`config.mk`:
```
export PLATFORM = sky130hd
export DESIGN_NAME = io_issue_queue_flat
export DESIGN_NICKNAME = d
export VERILOG_FILES = /design/src/rtl/io_issue_queue_if.sv /design/src/rtl/io_issue_queue.sv /design/src/flat_wrapper.sv
export SDC_FILE = /design/constraint.sdc
export NUM_CORES = 1
export LEC_CHECK = 0
export ABC_AREA = 1
export CORE_MARGIN = 3
export CORE_UTILIZATION = 58
export CTS_CLUSTER_SIZE = 14
export DETAILED_ROUTE_END_ITERATION = 10
export GPL_ROUTABILITY_DRIVEN = 1
export GPL_TIMING_DRIVEN = 0
export PLACE_DENSITY = 0.87
export REMOVE_ABC_BUFFERS = 1
export SYNTH_ARGS = -nofsm -noshare
export SYNTH_HDL_FRONTEND = slang
export SYNTH_SLANG_ARGS = --single-unit
```
`constraint.sdc`:
```
create_clock -name clock -period 3.69 [get_ports clock]
set_clock_uncertainty 0.05 [all_clocks]
set_input_delay 1.107 -clock clock [delete_from_list [all_inputs] [get_ports clock]]
set_output_delay 1.107 -clock clock [all_outputs]
set_load 0.02 [all_outputs]
```
`src/rtl/io_issue_queue_if.sv`:
```
// Handshake bundle for io_issue_queue.
//   enq_*    : dispatch -> queue micro-op offer (valid/ready).
//   wakeup_* : writeback tag broadcast (valid only, no backpressure).
//   deq_*    : queue -> execution pipe issue (valid/ready).
// Handshake rule for both enq and deq: a transfer happens on the rising
// edge where valid and ready are both high. The sender holds its data
// stable while valid is high. Ready never depends combinationally on
// valid from the same channel.
// The master modport is the environment (dispatch, writeback, pipe).
// The slave modport is the queue.
interface io_issue_queue_if #(
    parameter int PAYLOAD_WIDTH = 64,
    parameter int PREG_WIDTH    = 6
);
    logic                     enq_valid;
    logic                     enq_ready;
    logic [PAYLOAD_WIDTH-1:0] enq_payload;
    logic [PREG_WIDTH-1:0]    enq_src1_prd;
    logic                     enq_src1_rdy;
    logic [PREG_WIDTH-1:0]    enq_src2_prd;
    logic                     enq_src2_rdy;
    logic                     wakeup_valid;
    logic [PREG_WIDTH-1:0]    wakeup_prd;
    logic                     deq_valid;
    logic                     deq_ready;
    logic [PAYLOAD_WIDTH-1:0] deq_payload;

    modport master (
        output enq_valid, enq_payload, enq_src1_prd, enq_src1_rdy,
               enq_src2_prd, enq_src2_rdy, wakeup_valid, wakeup_prd, deq_ready,
        input  enq_ready, deq_valid, deq_payload
    );

    modport slave (
        input  enq_valid, enq_payload, enq_src1_prd, enq_src1_rdy,
               enq_src2_prd, enq_src2_rdy, wakeup_valid, wakeup_prd, deq_ready,
        output enq_ready, deq_valid, deq_payload
    );
endinterface

```
`src/rtl/io_issue_queue.sv`:
```
// In-order issue queue for one execution pipe.
// It holds up to QUEUE_SIZE micro-ops in a circular array that one-hot
// pointers address. It tracks source readiness by snooping writeback
// wakeups. Only the oldest entry can issue, and only once both of its
// sources are ready.
// Ports:
//   clock, reset_n : clock and asynchronous active-low reset
//   flush          : synchronous clear. It overrides any enq/deq fire
//                    in the same cycle.
//   q              : enq / wakeup / deq handshake bundle (slave side)
//   enq_ptr_oh     : one-hot slot the next enqueue writes
//   deq_ptr_oh     : one-hot head slot
//   valid_dec      : per-entry valid vector
//   count          : number of occupied entries
module io_issue_queue #(
    parameter int QUEUE_SIZE    = 8,
    parameter int PAYLOAD_WIDTH = 64,
    parameter int PREG_WIDTH    = 6,
    localparam int COUNT_WIDTH  = $clog2(QUEUE_SIZE) + 1
) (
    input  logic                   clock,
    input  logic                   reset_n,
    input  logic                   flush,
    io_issue_queue_if.slave        q,
    output logic [QUEUE_SIZE-1:0]  enq_ptr_oh,
    output logic [QUEUE_SIZE-1:0]  deq_ptr_oh,
    output logic [QUEUE_SIZE-1:0]  valid_dec,
    output logic [COUNT_WIDTH-1:0] count
);
    logic [PAYLOAD_WIDTH-1:0] payload_q  [QUEUE_SIZE];
    logic [PREG_WIDTH-1:0]    src1_prd_q [QUEUE_SIZE];
    logic [PREG_WIDTH-1:0]    src2_prd_q [QUEUE_SIZE];
    logic [QUEUE_SIZE-1:0]    src1_rdy_q;
    logic [QUEUE_SIZE-1:0]    src2_rdy_q;

    logic                     enq_fire;
    logic                     deq_fire;
    logic                     enq_wake1;
    logic                     enq_wake2;
    logic [QUEUE_SIZE-1:0]    wake1;
    logic [QUEUE_SIZE-1:0]    wake2;
    logic [PAYLOAD_WIDTH-1:0] head_payload;
    logic                     head_issuable;

    // Ready depends only on registered occupancy. This keeps it free of any
    // path from deq_ready, so a full queue never accepts a bypassed enqueue.
    assign q.enq_ready = (count != COUNT_WIDTH'(QUEUE_SIZE));
    assign enq_fire    = q.enq_valid & q.enq_ready & ~flush;
    assign deq_fire    = head_issuable & q.deq_ready & ~flush;

    // A wakeup in the same cycle as the enqueue is folded into the
    // captured ready bit. Otherwise that wakeup would be lost.
    assign enq_wake1 = q.wakeup_valid & (q.enq_src1_prd == q.wakeup_prd);
    assign enq_wake2 = q.wakeup_valid & (q.enq_src2_prd == q.wakeup_prd);

    always_comb begin
        wake1 = '0;
        wake2 = '0;
        for (int i = 0; i < QUEUE_SIZE; i++) begin
            wake1[i] = q.wakeup_valid & (src1_prd_q[i] == q.wakeup_prd);
            wake2[i] = q.wakeup_valid & (src2_prd_q[i] == q.wakeup_prd);
        end
    end

    // One-hot AND-OR head mux. It reads registered bits only, so a wakeup
    // makes the head issuable one cycle later at the earliest.
    always_comb begin
        head_payload  = '0;
        head_issuable = 1'b0;
        for (int i = 0; i < QUEUE_SIZE; i++) begin
            head_payload  = head_payload | (payload_q[i] & {PAYLOAD_WIDTH{deq_ptr_oh[i]}});
            head_issuable = head_issuable |
                            (deq_ptr_oh[i] & valid_dec[i] & src1_rdy_q[i] & src2_rdy_q[i]);
        end
    end

    assign q.deq_valid   = head_issuable;
    assign q.deq_payload = head_payload;

    // Payload and tags are plain storage with no reset. The valid and ready
    // bits below decide whether these values have any meaning.
    always_ff @(posedge clock) begin
        for (int i = 0; i < QUEUE_SIZE; i++) begin
            if (enq_fire && enq_ptr_oh[i]) begin
                payload_q[i]  <= q.enq_payload;
                src1_prd_q[i] <= q.enq_src1_prd;
                src2_prd_q[i] <= q.enq_src2_prd;
            end
        end
    end

    always_ff @(posedge clock or negedge reset_n) begin
        if (!reset_n) begin
            valid_dec  <= '0;
            src1_rdy_q <= '0;
            src2_rdy_q <= '0;
            count      <= '0;
            enq_ptr_oh <= QUEUE_SIZE'(1);
            deq_ptr_oh <= QUEUE_SIZE'(1);
        end else if (flush) begin
            valid_dec  <= '0;
            src1_rdy_q <= '0;
            src2_rdy_q <= '0;
            count      <= '0;
            enq_ptr_oh <= QUEUE_SIZE'(1);
            deq_ptr_oh <= QUEUE_SIZE'(1);
        end else begin
            // Enqueue and dequeue never target the same slot. That would
            // need a queue that is both full and empty at once.
            for (int i = 0; i < QUEUE_SIZE; i++) begin
                if (enq_fire && enq_ptr_oh[i]) begin
                    valid_dec[i]  <= 1'b1;
                    src1_rdy_q[i] <= q.enq_src1_rdy | enq_wake1;
                    src2_rdy_q[i] <= q.enq_src2_rdy | enq_wake2;
                end else begin
                    if (deq_fire && deq_ptr_oh[i]) begin
                        valid_dec[i] <= 1'b0;
                    end
                    src1_rdy_q[i] <= src1_rdy_q[i] | (valid_dec[i] & wake1[i]);
                    src2_rdy_q[i] <= src2_rdy_q[i] | (valid_dec[i] & wake2[i]);
                end
            end
            if (enq_fire) begin
                enq_ptr_oh <= {enq_ptr_oh[QUEUE_SIZE-2:0], enq_ptr_oh[QUEUE_SIZE-1]};
            end
            if (deq_fire) begin
                deq_ptr_oh <= {deq_ptr_oh[QUEUE_SIZE-2:0], deq_ptr_oh[QUEUE_SIZE-1]};
            end
            case ({enq_fire, deq_fire})
                2'b10:   count <= count + COUNT_WIDTH'(1);
                2'b01:   count <= count - COUNT_WIDTH'(1);
                default: count <= count;
            endcase
        end
    end
endmodule

```
`src/flat_wrapper.sv`:
```
// flat-port wrapper written by rule: the top's interface ports become plain ports
module io_issue_queue_flat 
#(
    parameter int QUEUE_SIZE    = 8,
    parameter int PAYLOAD_WIDTH = 64,
    parameter int PREG_WIDTH    = 6,
    localparam int COUNT_WIDTH  = $clog2(QUEUE_SIZE) + 1
)
  (clock, reset_n, flush, enq_ptr_oh, deq_ptr_oh, valid_dec, count, q_enq_valid, q_enq_payload, q_enq_src1_prd, q_enq_src1_rdy, q_enq_src2_prd, q_enq_src2_rdy, q_wakeup_valid, q_wakeup_prd, q_deq_ready, q_enq_ready, q_deq_valid, q_deq_payload);
  io_issue_queue_if #(.PAYLOAD_WIDTH(PAYLOAD_WIDTH), .PREG_WIDTH(PREG_WIDTH)) q_i ();
  input  logic clock;
  input  logic reset_n;
  input  logic flush;
  output logic [QUEUE_SIZE-1:0] enq_ptr_oh;
  output logic [QUEUE_SIZE-1:0] deq_ptr_oh;
  output logic [QUEUE_SIZE-1:0] valid_dec;
  output logic [COUNT_WIDTH-1:0] count;
  input wire logic [$bits(q_i.enq_valid)-1:0] q_enq_valid;
  input wire logic [$bits(q_i.enq_payload)-1:0] q_enq_payload;
  input wire logic [$bits(q_i.enq_src1_prd)-1:0] q_enq_src1_prd;
  input wire logic [$bits(q_i.enq_src1_rdy)-1:0] q_enq_src1_rdy;
  input wire logic [$bits(q_i.enq_src2_prd)-1:0] q_enq_src2_prd;
  input wire logic [$bits(q_i.enq_src2_rdy)-1:0] q_enq_src2_rdy;
  input wire logic [$bits(q_i.wakeup_valid)-1:0] q_wakeup_valid;
  input wire logic [$bits(q_i.wakeup_prd)-1:0] q_wakeup_prd;
  input wire logic [$bits(q_i.deq_ready)-1:0] q_deq_ready;
  output wire logic [$bits(q_i.enq_ready)-1:0] q_enq_ready;
  output wire logic [$bits(q_i.deq_valid)-1:0] q_deq_valid;
  output wire logic [$bits(q_i.deq_payload)-1:0] q_deq_payload;
  assign q_i.enq_valid = q_enq_valid;
  assign q_i.enq_payload = q_enq_payload;
  assign q_i.enq_src1_prd = q_enq_src1_prd;
  assign q_i.enq_src1_rdy = q_enq_src1_rdy;
  assign q_i.enq_src2_prd = q_enq_src2_prd;
  assign q_i.enq_src2_rdy = q_enq_src2_rdy;
  assign q_i.wakeup_valid = q_wakeup_valid;
  assign q_i.wakeup_prd = q_wakeup_prd;
  assign q_i.deq_ready = q_deq_ready;
  assign q_enq_ready = q_i.enq_ready;
  assign q_deq_valid = q_i.deq_valid;
  assign q_deq_payload = q_i.deq_payload;
  io_issue_queue #(.QUEUE_SIZE(QUEUE_SIZE), .PAYLOAD_WIDTH(PAYLOAD_WIDTH), .PREG_WIDTH(PREG_WIDTH)) u_core (.clock(clock), .reset_n(reset_n), .flush(flush), .q(q_i), .enq_ptr_oh(enq_ptr_oh), .deq_ptr_oh(deq_ptr_oh), .valid_dec(valid_dec), .count(count));
endmodule
```
==> impl_metrics.csv <==
group,metric,value,unit
route,vias,16000,
clock_tree,cts_num_sinks,652,
worst_setup_path,cp.required,2530,ps
route,wl_per_cell,25.4,um
cells_and_area,area_growth,19.5,%
route,drt_iter0_markers,2060,
worst_setup_path,cp_max_fo,36,
yosys,ys.flop_type,"edfxtp_1",
worst_setup_path,crit_chain,"buf_12 -> a22o_1 -> a221oi_1 -> nand3_1 -> clkdlybuf4s50_1",
worst_setup_path,crit_buf_inv,2,
clock_tree,cts_tree,"yes",
cells_and_area,nFillCells,2501,
route,via_per_inst,6.33,
yosys,yosysTopAreaCell,"edfxtp_1",
route,ant_nets,0,
timing,tns,0,ps
floorplan,die_h,213,um
worst_setup_path,cp_data_arrival_time,2460,ps
grt,antenna_found_initial,4,
yosys,synth_edf_count,608,
yosys,ys_seq_area_share,77.7,%
place,detailed_place_hpwl,32800,um
outcome,status,"complete, no violations",
worst_setup_path,cp_slowest_cell,"clkdlybuf4s50_1",
place,port_buffers,183,
grt,grt_max_degree,63,
yosys,yosysWarnings,0,
yosys,netlist.area_leader.share,73.3,%
timing,final_hold_viol_count,0,
place,place_congestion,0.820,
yosys,syn_area,24900,um2
clock_tree,h-tree-depth,2,
route,drc,0,
route,first_pass_iters,5,
worst_setup_path,slowest_delay,570,ps
floorplan,num_io_pins,184,
floorplan,core_area,42200,um2
yosys,async_flop_share,6.75,%
yosys,yosysUniqueCellTypes,45,
clock_tree,insertion_delay,650,ps
place,dp_slack,115,ps
yosys,ys_ff_latch,652,
grt,grt_pass1_wl,93800,um
route,drt-total-wl,64300,um
yosys,synthCells,1741,
timing,rsz0062_at_grt,"false",
grt,grtUsageTotal,27.8,%
timing,min_period_over_period,97.9,%
clock_tree,cts.clk_slew.worst_paths,70,ps
flow_run,max_cap_viol_count,0,
timing,maxSlewViolCount,0,
hold_path,hold_path.class,"in -> async",
worst_setup_path,start_kind,"flop",
pwr,p_total,14.8,mW
cells_and_area,final_util,70.5,%
worst_setup_path,crit_path_end_kind,"output port",
pwr,powerDensity,499,nW/um2
grt,grt_pass1_vias,16400,
timing,period_minus_slack,3610,ps
timing,worst_pin_slew,1040,ps
floorplan,start_util,59.0,%
clock_tree,cts_buffer_depth,3,
yosys,avgSynthCellArea,14.3,um2
floorplan,die-area,45500,um2
yosys,synth_common_cells,"edfxtp_1, nand2_1, nand3_1, a221oi_1, nor2_1",
pwr,peakVddDrop,0.481,mV
clock_tree,cts_root_buffer,"clkbuf_16",
pwr,p_leak,10.6,nW
grt,grt-ovfl-total,0,
yosys,synth_most_common_cell,"edfxtp_1",
timing,maxSlewHeadroom,30.4,%
cells_and_area,layout.nets,2039,
clock_tree,numCtsBuffers,60,
worst_setup_path,crit_family,"buffers and inverters",
floorplan,die_width,213,um
worst_setup_path,worstSetupPathType,"reg -> out",
clock_tree,holdBufCountCts,0,
timing,setup_viol,0,
timing,setup_ws,75.8,ps
floorplan,num_rows,75,
yosys,synthTopCellsByArea,"edfxtp_1, nand2_1, dfrtp_1",
cells_and_area,drive_above_1_share,9.23,%
timing,fmax,0.277,GHz
==> report_power, final <==
part           switching, mW  total (mW)  internal [mW]
Clock                   2.64        6.02           3.38
Sequential            0.0401        8.21           8.17
Combinational          0.381       0.603          0.222
==> what timing repair did <==
action / in CTS / in global routing
gates resized for setup: 58 / 14
endpoints found under the hold margin: 0 / 0
gates cloned: 0 / 2
pin swaps: 1 / 1
setup endpoints to repair: 66 / 26
setup buffers: 15 / 5
==> metal layers <==
metal	track usage, %	wire, um	vias to the layer above
met5	0	46	-
met4	14.3	2550	6
met3	6.71	7270	207
met2	44.5	31300	1148
met1	35.8	23100	7833
li1	-	-	6845
==> final cells by class <==
cell class,count,area [um2],share of cell area (%)
Antenna cell,1,2.50,0.00841
Clock buffer,73,1570,5.28
Clock inverter,37,337,1.13
Inverter,65,264,0.887
Multi-Input combinational cell,946,4930,16.6
Sequential cell,652,19400,65.2
Tap cell,539,674,2.27
Timing Repair Buffer,221,2580,8.68
==> stage by stage <==
stage	cells	hold slack [ps]	cell area, um2
after floorplan	1663	437	24500
after global placement	2385	451	27000
after detailed placement	2401	459	27500
after CTS	2526	303	29600
after global routing	2534	329	29800
final	2534	321	29800
==> cells by family (layout without fill, tap and decap cells) <==
logic type | Yosys count | in the layout | share of synthesized area, %
buffers and inverters | 143 | 396 | 2.55
adders and majority gates | 3 | 3 | 0.181
and+or+nand+nor | 706 | 706 | 12.4
AOI/OAI and AO/OA | 207 | 207 | 6.08
other | 0 | 1 | 0
DFF | 652 | 652 | 77.7
xor gates and xnor gates | 30 | 30 | 1.06
==> cells in the final DEF, fill, tap and decap left out, types with 4 or more instances in the layout <==
cell             netlist  layout
nor2_1                56      56
nand2_2                7       7
a221oi_1              65      61
inv_2                 13      10
dlymetal6s2s_1         0       9
nor4_1                 4       4
a21oi_1               33      33
nand4_1               50      50
o22ai_1               10      10
nand2_4                5       5
nand2_1              447     447
dlygate4sd2_1          0      52
dfrtp_4                0       7
a221oi_2               0       4
edfxtp_1             608     608
inv_4                  0       8
clkinv_1               0      14
o21ai_1               14      14
dfrtp_1               42      35
clkdlybuf4s50_1        0     119
clkbuf_16              0      63
bufinv_16              0       5
o21ai_0               26      26
or2_2                  7       7
nand3_1               97      97
a31oi_1                5       5
buf_16                 0      16
clkbuf_1              24      12
a22o_1                43      43
clkinv_2               0      13
xnor2_1                5       5
inv_1                 52      47
buf_12                 0      13
nor3_1                17      17
buf_4                  6       7
nand3b_1               6       6
xor2_1                25      25
==> final timing paths <==
path / startpoint / endpoint / slack, ps / cells after the start
worst max-delay path: u_core.deq_ptr_oh[1] / q_deq_payload[27] / 80 / 5
worst min-delay path: reset_n / u_core.src1_rdy_q[0] / 320 / 1
min in group clock: u_core.enq_ptr_oh[2] / u_core.enq_ptr_oh[2] / 480 / 2
max in group asynchronous: reset_n / u_core.enq_ptr_oh[0] / 2670 / 2
worst max register to register: u_core.deq_ptr_oh[0] / u_core.count[3] / 580 / 19
worst min register to register: u_core.enq_ptr_oh[2] / u_core.enq_ptr_oh[2] / 480 / 2
==> state kept, by name, summed over array words and instances (netlist names) <==
| name | count |
|---|---|
| u_core.count | 4 |
| u_core.deq_ptr_oh | 8 |
| u_core.src1_prd_q | 48 |
| u_core.src1_rdy_q | 8 |
| u_core.src2_rdy_q | 8 |
| u_core.enq_ptr_oh | 8 |
| u_core.valid_dec | 8 |
| u_core.src2_prd_q | 48 |
| u_core.payload_q | 512 |
(Power assumes the default switching activity.)
